### src/rtl/if_id_pkg.sv
// Shared types and defaults for the IF/ID pipeline register.
package if_id_pkg;

    localparam int unsigned INSTR_W_DEF = 32;
    localparam int unsigned PC_W_DEF    = 10;
    localparam int unsigned PC_ADJ_DEF  = 1;
    localparam int unsigned CNT_W_DEF   = 16;

    // One buffer slot at the default widths.
    typedef struct packed {
        logic                   valid;
        logic [INSTR_W_DEF-1:0] instr;
        logic [PC_W_DEF-1:0]    pc;
    } entry_t;

    // Buffer occupancy is exactly {skid.valid, main.valid}.
    typedef enum logic [1:0] {
        ST_EMPTY = 2'b00,
        ST_ONE   = 2'b01,
        ST_FULL  = 2'b11
    } buf_state_e;

endpackage

### src/rtl/if_id_skid_sat_counter.sv
// Saturating event counter with synchronous active-high reset.
module sat_counter #(
    parameter int unsigned CNT_W = 16
) (
    input  logic             clock,
    input  logic             reset,
    input  logic             inc,
    output logic [CNT_W-1:0] count
);

    logic [CNT_W-1:0] count_q;

    // NOTE: sequential state uses non-blocking assignments so every flop samples pre-edge values.
    always_ff @(posedge clock) begin
        if (reset) begin
            count_q <= '0;
        end else if (inc && (count_q != '1)) begin
            count_q <= count_q + CNT_W'(1);
        end
    end

    assign count = count_q;

endmodule

### src/rtl/if_id_skid.sv
// IF/ID pipeline register: valid/ready handshake with a two-entry skid buffer,
// flush, debug freeze, PC alignment and saturating flush/stall counters.
module if_id_skid
    import if_id_pkg::*;
#(
    parameter int unsigned INSTR_W = INSTR_W_DEF,
    parameter int unsigned PC_W    = PC_W_DEF,
    parameter int unsigned PC_ADJ  = PC_ADJ_DEF,
    parameter int unsigned CNT_W   = CNT_W_DEF
) (
    input  logic               clock,
    input  logic               reset,
    input  logic               enable,
    input  logic               flush,
    input  logic               in_valid,
    output logic               in_ready,
    input  logic [INSTR_W-1:0] instruc_in,
    input  logic [PC_W-1:0]    pc_in,
    output logic               out_valid,
    input  logic               out_ready,
    output logic [INSTR_W-1:0] instruc_out,
    output logic [PC_W-1:0]    pc_out,
    output logic [CNT_W-1:0]   flush_count,
    output logic [CNT_W-1:0]   stall_count
);

    typedef struct packed {
        logic               valid;
        logic [INSTR_W-1:0] instr;
        logic [PC_W-1:0]    pc;
    } slot_t;

    localparam logic [PC_W-1:0] PC_ADJ_V = PC_W'(PC_ADJ);

    slot_t      main_q, main_d;
    slot_t      skid_q, skid_d;
    slot_t      in_entry;
    buf_state_e state;
    logic       acc_in, acc_out;

    assign state    = buf_state_e'({skid_q.valid, main_q.valid});
    assign acc_in   = in_valid & in_ready & enable & ~flush;
    assign acc_out  = main_q.valid & out_ready & enable & ~flush;
    assign in_entry = '{valid: 1'b1, instr: instruc_in, pc: pc_in - PC_ADJ_V};

    // NOTE: every always_comb output gets a default first so no path can infer a latch.
    always_comb begin
        main_d = main_q;
        skid_d = skid_q;
        if (flush) begin
            main_d = '0;
            skid_d = '0;
        end else begin
            case (state)
                ST_EMPTY: if (acc_in) main_d = in_entry;
                ST_ONE: begin
                    if (acc_in && acc_out) main_d = in_entry;
                    else if (acc_in)       skid_d = in_entry;
                    else if (acc_out)      main_d = '0;
                end
                // in_ready is low while full, so draining never races an input beat.
                ST_FULL: begin
                    if (acc_out) begin
                        main_d = skid_q;
                        skid_d = '0;
                    end
                end
                default: ;
            endcase
        end
    end

    always_ff @(posedge clock) begin
        if (reset) begin
            main_q <= '0;
            skid_q <= '0;
        end else begin
            main_q <= main_d;
            skid_q <= skid_d;
        end
    end

    assign in_ready    = ~skid_q.valid;
    assign out_valid   = main_q.valid;
    assign instruc_out = main_q.instr & {INSTR_W{main_q.valid}};
    assign pc_out      = main_q.pc & {PC_W{main_q.valid}};

    sat_counter #(.CNT_W(CNT_W)) u_flush_cnt (
        .clock (clock),
        .reset (reset),
        .inc   (flush),
        .count (flush_count)
    );

    sat_counter #(.CNT_W(CNT_W)) u_stall_cnt (
        .clock (clock),
        .reset (reset),
        .inc   (main_q.valid & ~out_ready & enable),
        .count (stall_count)
    );

endmodule
### config.mk
export PLATFORM = sky130hd
export DESIGN_NAME = if_id_skid
export DESIGN_NICKNAME = d
export VERILOG_FILES = /design/src/rtl/if_id_pkg.sv /design/src/rtl/if_id_skid_sat_counter.sv /design/src/rtl/if_id_skid.sv
export SDC_FILE = /design/constraint.sdc
export NUM_CORES = 1
export LEC_CHECK = 0
export ABC_AREA = 1
export CORE_UTILIZATION = 55
export DETAILED_ROUTE_END_ITERATION = 10
export PLACE_DENSITY = 0.86
export SLEW_MARGIN = 0
export SYNTH_ARGS = -nofsm -noshare
export SYNTH_HDL_FRONTEND = slang
export SYNTH_SLANG_ARGS = --single-unit
### constraint.sdc
create_clock -name clock -period 3.3 [get_ports clock]
set_input_delay 0.66 -clock clock [delete_from_list [all_inputs] [get_ports clock]]
set_output_delay 0.66 -clock clock [all_outputs]
set_load 0.01 [all_outputs]
Yosys cells after proc, flatten, opt, wreduce, memory -nomap -nowiden
Index checks and enable logic that the tools add are counted. W data, S select, Z words.

Add/sub/neg operators: 3. Multiply operators: 0. Div/mod/pow operators: 0. $lt $le $gt $ge: 0. Equality and inequality tests: 10. Shift operators: 0. Mux-type cells: 8. Bitwise operators: 13. Reductions and logical operators: 9.

Operator list (number): $mux W43 (6); $pmux W43 S3 (1); $pmux W43 S2 (1); $add A16 B1 Y16 const B (2); $and A32 B32 Y32 (1); $ne A16 B16 Y1 const B (2); $and A10 B10 Y10 (1); $sub A10 B1 Y10 const B (1); $and A1 B1 Y1 (8); $ne A2 B2 Y1 const B (4); $ne A3 B3 Y1 const B (2); $reduce_and A5 Y1 (1); $reduce_and A4 Y1 (1); $logic_and A1 B1 Y1 (3); $not A1 Y1 (3); $reduce_bool A3 Y1 (1); $eq A2 B1 Y1 const B (1); $eq A2 B2 Y1 const B (1); $logic_not A2 Y1 (1); $reduce_bool A2 Y1 (1); $reduce_or A2 Y1 (1).

Register bits after elaboration: 118. Latch bits: 0. Memory bits (writable): 0. Memory bits (read-only): 0. Input port bits: 48. Output and inout bits: 76. Logic and storage cells: 51. Memories: 0.

Depth between registers and ports, before layout
Gate-level depths: netlist of run 1.

Depth in word-level cells: 7. Depth in mapped cells: 10. Mapped depth without buffers: 10.

By module
Synthesis of run 1 repeated with hierarchy kept, for this count alone.

Cell total of the unflattened synthesis: 878. Area total of the unflattened synthesis: 5829.3 sq um.

By module, submodules not included: if_id_skid (times used 1, cells an instance 580, area an instance 3970.1 sq um, sequential area each 1721.7 sq um); sat_counter (times used 2, cells an instance 149, area an instance 929.6 sq um, sequential area each 320.3 sq um).

Worst setup path after synthesis of run 1
No wires, ideal clock.

Path kind: register to output. Start point: register main_q (netlist bit out_valid). End point: output port pc_out[0]. Arrival time: 1.032 ns. Required time: 2.640 ns. Slack: 1.608 ns. Cell stages (with the launch flop): 5. Path buffers: 2. Cells stage by stage: dfxtp_1 > buf_2 > buf_1 > nand2_1 > inv_1.

Cells in the longest elaborated chain, start to end: 1.

RTL lines: from (decl) (RTL line if_id_skid.sv:35) `slot_t main_q, main_d;`; from (signal assigned) (RTL line if_id_skid.sv:78) `main_q <= main_d;`; $and A10 B10 Y10 (RTL line if_id_skid.sv:86) `assign pc_out = main_q.pc & {PC_W{main_q.valid}};`; to (decl) (RTL line if_id_skid.sv:22) `output logic [PC_W-1:0] pc_out,`.

No other way between the ends.

Worst setup path in the final report of run 1
Start point: register main_q (netlist bit out_valid). End point: output port instruc_out[25].

Cells in the longest elaborated chain, start to end: 1.

RTL lines: $and A32 B32 Y32 (RTL line if_id_skid.sv:85) `assign instruc_out = main_q.instr & {INSTR_W{main_q.valid}};`; to (decl) (RTL line if_id_skid.sv:21) `output logic [INSTR_W-1:0] instruc_out,`.

No other way between the ends.

==> results by group, run 1 <==
Run status
  • Status: complete, no violations

Die
  • FP Rows: 36
  • Core area: 9910 um2
  • Die area: 10800 um2
  • Die height: 104 um
  • Initial Util: 0.575
  • IO Pins: 124
  • Die Wd: 104 um

Worst setup path
  • Critical path fanouts, max: 21
  • Reg-to-Reg Start: out_valid
  • Slowest CP cell: clkdlybuf4s50_1
  • Critical path class: flop to output pin
  • Crit path capture type: output pin
  • Worst R2R Setup Slack: 1.40 ns
  • Reg2reg path depth: 10
  • CP top delay family: buffers and inverters
  • CP required: 2.64 ns
  • Worst-path cell chain: buf_4 -> nand2_1 -> inv_1 -> clkdlybuf4s50_1
  • CP Launch Type: flop
  • WP buf/inv: 3
  • WP data arrival: 2.07 ns
  • CP max stage delay: 0.52 ns
  • FF-to-FF End: skid_q[13]

Placement
  • Port bufs: 123
  • Inst Count DP: 1097
  • Post-place setup slack: 0.787 ns
  • Routability Congestion: 0.864
  • Hpwl dp: 9610 um

Route
  • Remaining antenna violation count: 0
  • Vias post-DR: 6088
  • DRT Pass-1 Iters: 6
  • Vias per std cell: 5.39
  • Remaining DRCs: 0
  • Wire per inst: 13.4 um
  • 1st-iter DRT viols: 487
  • Post-Route WL: 15200 um

Clock tree
  • CTS max path bufs: 2
  • Cts repair resizes: 0
  • Worst skew pair latency: 0.52 ns
  • CTS Hold Buffers Added: 0
  • Post-CTS setup buffers: 0
  • Reg clk slew, reported paths: 0.06 ns
  • CTS Buf Count: 17
  • Clock root buffer: clkbuf_8
  • CTS tree: done
  • Clk sinks: 118
  • H-tree depth: 4

Timing
  • Slew Limit Fails: 0
  • Hold Violations, Final: 0
  • Tcrit/Tclk final: 0.829
  • Fin Setup TNS: 0 ns
  • Clk_skew: 0.0111 ns
  • Actual slew at the worst max-slew pin: 0.775 ns
  • Final Critical Period: 2.73 ns
  • Relative slew slack: 0.482
  • Final worst slack: 0.566 ns
  • FMAX: 366 MHz
  • RSZ-0062 raised after global routing: no
  • Final setup vio count: 0

Power and ir drop
  • PD cells: 435 nW/um2
  • Int Power: 0.00246 W
  • Clock power frac: 0.491
  • Pleak: 3.15 nW
  • Worst VDD drop: 0.348 mV
  • Reported net switching power: 0.000826 W
  • Total power: 0.00328 W
  • Net Sw Frac: 0.252
  • Logic pwr share: 0.067
  • Sequential share of power: 0.443

Hold path
  • Worst hold start: skid_q[4]
  • Hold Crit Class: flop to flop
  • WHS Path Cells: 2
  • Hold Path End: skid_q[4]

Global routing
  • Vias in the first global route: 5469
  • Antenna violations before repair: 0
  • All-Layer GR Usage: 0.286
  • GRT overflow: 0
  • First-pass GRT wire length: 25200 um
  • Pin count of the biggest net entering global routing: 44

Synth
  • #FFs+latches synth: 118
  • Post-Syn Area: 5700 um2
  • Yosys top cell by area: dfxtp_1
  • Share of the synthesized area in the top cell type: 0.414
  • Syn nets: 923
  • Cell variety after synth: 25
  • Yosys warns: 0
  • Dominant cells by area after synthesis: dfxtp_1 (41%), nand2_1 (19%), a21oi_1 (13%)
  • Fraction of the yosys area taken by sequential cells: 0.414
  • Post-Syn Instances: 872
  • Post-Synthesis Mean Instance Area: 6.54 um2

Finish
  • Layout cells sized above 1: 0.0592
  • Multi-input gate area: 2830 um2
  • Most frequent cells in the layout: nand2_1 (288), a21oi_1 (149), clkdlybuf4s50_1 (123), dfxtp_1 (117), inv_1 (75)
  • Layout area overhead: 32.5%
  • FF/Latch Area: 2360 um2
  • Util after Layout: 0.762
  • Non-filler instance count after layout: 1129
  • Nets: 1034
  • Layout filler cell count: 755
  • Commonest non-fill, non-tap cell in the layout: nand2_1
  • Ant diodes: 0

Flow run
  • Maxcap violations: 0
-- cells by family (layout without fill, tap and decap cells) --
kind of cell / after synthesis / count (layout) / synth area share
AO/OA/AOI/OAI: 201 / 201 / 0.177
XOR/XNOR: 18 / 18 / 0.0277
adder cells (fa/ha/maj): 3 / 3 / 0.00659
buffers and inverters: 127 / 251 / 0.0898
flip-flops: 118 / 118 / 0.414
AND/OR/NAND/NOR: 405 / 405 / 0.284
-- metal layers --
layer	up-vias	track usage	routed length, um
met4	0	0.109	305
li1	3010	-	-
met2	295	0.478	7300
met5	-	0	0
met3	33	0.0629	1140
met1	2750	0.358	6420
-- worst max-delay path by stage --
stage | startpoint | cells past startpoint | slack (ns) | endpoint
floorplan | out_valid | 4 | 1.61 | pc_out[0]
global placement | enable | 11 | 0.82 | skid_q[35]
detailed placement | flush | 7 | 0.79 | main_q[28]
CTS | out_valid | 4 | 0.56 | instruc_out[25]
global route | out_valid | 4 | 0.50 | pc_out[1]
finish | out_valid | 4 | 0.57 | instruc_out[25]
-- cell type report --
class,instances,share of cell area
tap,133,0.0220
inverter,82,0.0408
clock inverter,15,0.0142
clock buffer,17,0.0548
timing repair buffer,137,0.180
sequential,118,0.313
multi-input combinational,627,0.375
-- worst reg2reg max path: cells and delay by family, from the launching register on --
family                 cells  cell delay (ns)
and+or+nand+nor            7             0.90
DFF                        1             0.49
buffers and inverters      2             0.32
AOI/OAI and AO/OA          1             0.06
-- synthesized netlist by cell type --
library cell and number:
buf_2 13, nand3_1 32, nor2_2 3, a22oi_1 2
xor2_1 12, nor3_1 2, clkinv_1 2, nand2_2 2
nor2_1 64, inv_2 5, clkbuf_1 23, dfxtp_1 118
ha_1 3, nor3_2 2, nand2_1 288, xnor2_1 6
nor3b_1 1, buf_4 5, inv_1 75, o21ai_1 1
nand3b_1 1, buf_1 4, nand4_1 10, a21oi_1 149
o21ai_0 49
-- per-stage QoR --
stage	cell area [um2]	hold WS, ns
2_1_floorplan	5700	0.440
5_1_grt	7550	0.481
3_3_place_gp	7030	0.448
3_5_place_dp	7030	0.453
6_report	7550	0.461
4_1_cts	7550	0.461
-- flip-flops by register name, summed over array words and instances (netlist names) --
register           count
main_q                42
skid_q                43
u_stall_cnt.count     16
out_valid              1
u_flush_cnt.count     16
-- power by group through the flow --
stage | sequential (W) | clock [W] | combinational [W]
6_report | 0.00145 | 0.00161 | 0.000218
2_1_floorplan | 0.00148 | 0 | 0.000107
3_3_place_gp | 0.00148 | 0 | 0.000212
4_1_cts | 0.00145 | 0.00163 | 0.000216
5_1_grt | 0.00145 | 0.00169 | 0.000238
3_5_place_dp | 0.00148 | 0 | 0.000214
No activity file was read; power rests on OpenSTA's default activity.
==> inputs of run 2 (changes only) <==
--- a/config.mk
+++ b/config.mk
@@ -6,9 +6,9 @@
 export NUM_CORES = 1
 export LEC_CHECK = 0
 export ABC_AREA = 1
-export CORE_UTILIZATION = 55
+export CORE_UTILIZATION = 46
 export DETAILED_ROUTE_END_ITERATION = 10
-export PLACE_DENSITY = 0.86
+export PLACE_DENSITY = 0.76
 export SLEW_MARGIN = 0
 export SYNTH_ARGS = -nofsm -noshare
 export SYNTH_HDL_FRONTEND = slang
==> constraint.sdc (replaced) <==
create_clock -name clock -period 2.5 [get_ports clock]
set_input_delay 0.5 -clock clock [delete_from_list [all_inputs] [get_ports clock]]
set_output_delay 0.5 -clock clock [all_outputs]
set_load 0.01 [all_outputs]
==> run 2 against run 1 <==
Effect of this change:
- final cell count is 3.5% higher
- design area rose by 1.9%
- sequential share of layout area shrank 0.59 points
- setup slack worse by 0.43 ns
- hold slack about the same
- count of clock-buffer cells in the layout rose by 2
- combinational power up 34%
- die area is 19% higher
==> results by group, run 2 (synthesis gave the netlist of run 1 again) <==
Timing
  • Actual slew at the worst max-slew pin: 0.795 ns (+0.0192 ns)
  • Clk_skew: 0.0108 ns (-0.000367 ns)
  • Relative slew slack: 0.469 (-0.0128)
  • Final Critical Period: 2.37 ns
  • Final setup vio count: 0 (unchanged)
  • FMAX: 422 MHz
  • RSZ-0062 raised after global routing: no
  • Final worst slack: 0.133 ns (-0.433 ns)
  • Slew Limit Fails: 0 (unchanged)
  • Tcrit/Tclk final: 0.947
  • Hold WS: 0.462 ns (+0.000443 ns)
  • Hold Violations, Final: 0 (unchanged)
  • Fin Setup TNS: 0 ns (unchanged)

Die
  • FP Rows: 40 (+11%)
  • Initial Util: 0.473 (-0.103)
  • Die height: 113 um (+9.2%)
  • Core area: 12100 um2 (+22%)
  • IO Pins: 124 (unchanged)
  • Die area: 12800 um2 (+19%)
  • Die Wd: 113 um (+9.2%)

Power and ir drop
  • PD cells: 589 nW/um2 (+35%)
  • Worst VDD drop: 0.395 mV (+14%)
  • Pleak: 3.20 nW (+1.6%)

Placement
  • Port bufs: 123 (unchanged)
  • Post-place setup slack: 0.162 ns (-0.625 ns)
  • Hpwl dp: 10000 um (+4.1%)
  • Placed inst area: 7130 um2 (+1.4%)
  • Routability Congestion: 0.901 (+4.2%)

Flow run
  • Maxcap violations: 0 (unchanged)

Global routing
  • All-Layer GR Usage: 0.252 (-0.0333)
  • Pin count of the biggest net entering global routing: 44 (unchanged)
  • Vias in the first global route: 5515 (+0.84%)
  • First-pass GRT wire length: 25900 um (+2.9%)
  • GRT overflow: 0 (unchanged)
  • Antenna violations before repair: 0 (unchanged)

Finish
  • Top reg by flops: skid_q
  • Layout cells sized above 1: 0.0620 (+0.00276)
  • Nets: 1038 (+0.39%)
  • Commonest non-fill, non-tap cell in the layout: nand2_1
  • Layout area overhead: 35.0%
  • Layout filler cell count: 1115 (+48%)
  • Max reg flops: 43 (unchanged)
  • FF/Latch Area: 2360 um2 (unchanged)
  • Design area: 7700 um2 (+1.9%)
  • Ant diodes: 0 (unchanged)
  • Largest registers: skid_q (43), main_q (42)
  • Most frequent cells in the layout: nand2_1 (288), a21oi_1 (149), clkdlybuf4s50_1 (123), dfxtp_1 (117), inv_1 (75)
  • Multi-input gate area: 2830 um2 (unchanged)

Worst setup path
  • CP Launch Type: flop
  • CP required: 2.00 ns (-0.64 ns)
  • Critical path class: flop to output pin
  • Critical path fanouts, max: 17 (-19%)
  • Slowest CP cell: dfxtp_2
  • CP max stage delay: 0.57 ns (+0.05 ns)
  • WP data arrival: 1.87 ns (-0.20 ns)
  • Crit path capture type: output pin
  • Worst-path cell chain: buf_12 -> nand2_1 -> inv_1 -> clkdlybuf4s50_1

Route
  • Vias post-DR: 5927 (-2.6%)
  • Remaining antenna violation count: 0 (unchanged)
  • Wire per inst: 13.3 um (-0.62%)
  • Post-Route WL: 15600 um (+2.8%)
  • DRT Pass-1 Iters: 5 (-1)
  • 1st-iter DRT viols: 509 (+4.5%)
  • Remaining DRCs: 0 (unchanged)
  • Vias per std cell: 5.07 (-5.9%)

Clock tree
  • Reg clk slew, reported paths: 0.06 ns (about the same)
  • Clock root buffer: clkbuf_16
  • CTS max path bufs: 2 (unchanged)
  • Worst skew pair latency: 0.41 ns (-0.11 ns)
  • CTS Hold Buffers Added: 0 (unchanged)
  • H-tree depth: 4 (unchanged)
  • CTS tree: done
  • Post-CTS setup buffers: 0 (unchanged)
  • CTS Buf Count: 17 (unchanged)
  • Clk sinks: 118 (unchanged)
  • Cts repair resizes: 0 (unchanged)

Run status
  • Status: complete, no violations

Hold path
  • Hold Crit Class: flop to flop
==> run 2: through the flow <==
| step | util | total power (W) | instances |
|---|---|---|---|
| 2_1_floorplan | - | 0.00210 | 872 |
| 3_3_place_gp | 0.591 | 0.00225 | 1136 |
| 3_5_place_dp | 0.591 | 0.00225 | 1136 |
| 4_1_cts | 0.638 | 0.00456 | 1168 |
| 5_1_grt | 0.638 | 0.00468 | 1168 |
| 6_report | 0.638 | 0.00453 | 1168 |
==> run 2: area by class of cell <==
cell class,instances,area share
repair buffers,141,0.184
inverters,82,0.0400
multi-input cells,627,0.368
clock buffers,19,0.0576
clock inverters,13,0.0161
flip-flops and latches,118,0.307
well taps,168,0.0273
==> run 2: power by group <==
part           switching, W  internal, W  leakage (nW)
sequential        0.0000169      0.00190         0.953
combinational      0.000162     0.000130          1.99
clock              0.000918      0.00140         0.259
total               0.00110      0.00343          3.20
==> run 2: worst max-delay path, delay by kind of cell (launching register included) <==
family,cells,cell delay [ns]
buffers and inverters,3,0.79
DFF,1,0.57
and+or+nand+nor,1,0.10
==> run 2: final timing paths <==
check | startpoint | to | slack [ns] | cells after the start
setup / recovery | out_valid | pc_out[1] | 0.13 | 4
hold / removal | skid_q[13] | skid_q[13] | 0.46 | 2
setup reg to reg | out_valid | u_stall_cnt.count[9] | 0.51 | 7
hold reg to reg | skid_q[13] | skid_q[13] | 0.46 | 2
==> run 2: metal layers <==
metal / share of wire / global-route usage / vias up / wire length (um)
met2: 0.48 / 0.428 / 200 / 7460
met3: 0.062 / 0.0487 / 26 / 962
met4: 0.017 / 0.104 / 0 / 269
met1: 0.44 / 0.313 / 2676 / 6900
li1: - / - / 3025 / -
met5: 0 / 0 / - / 0
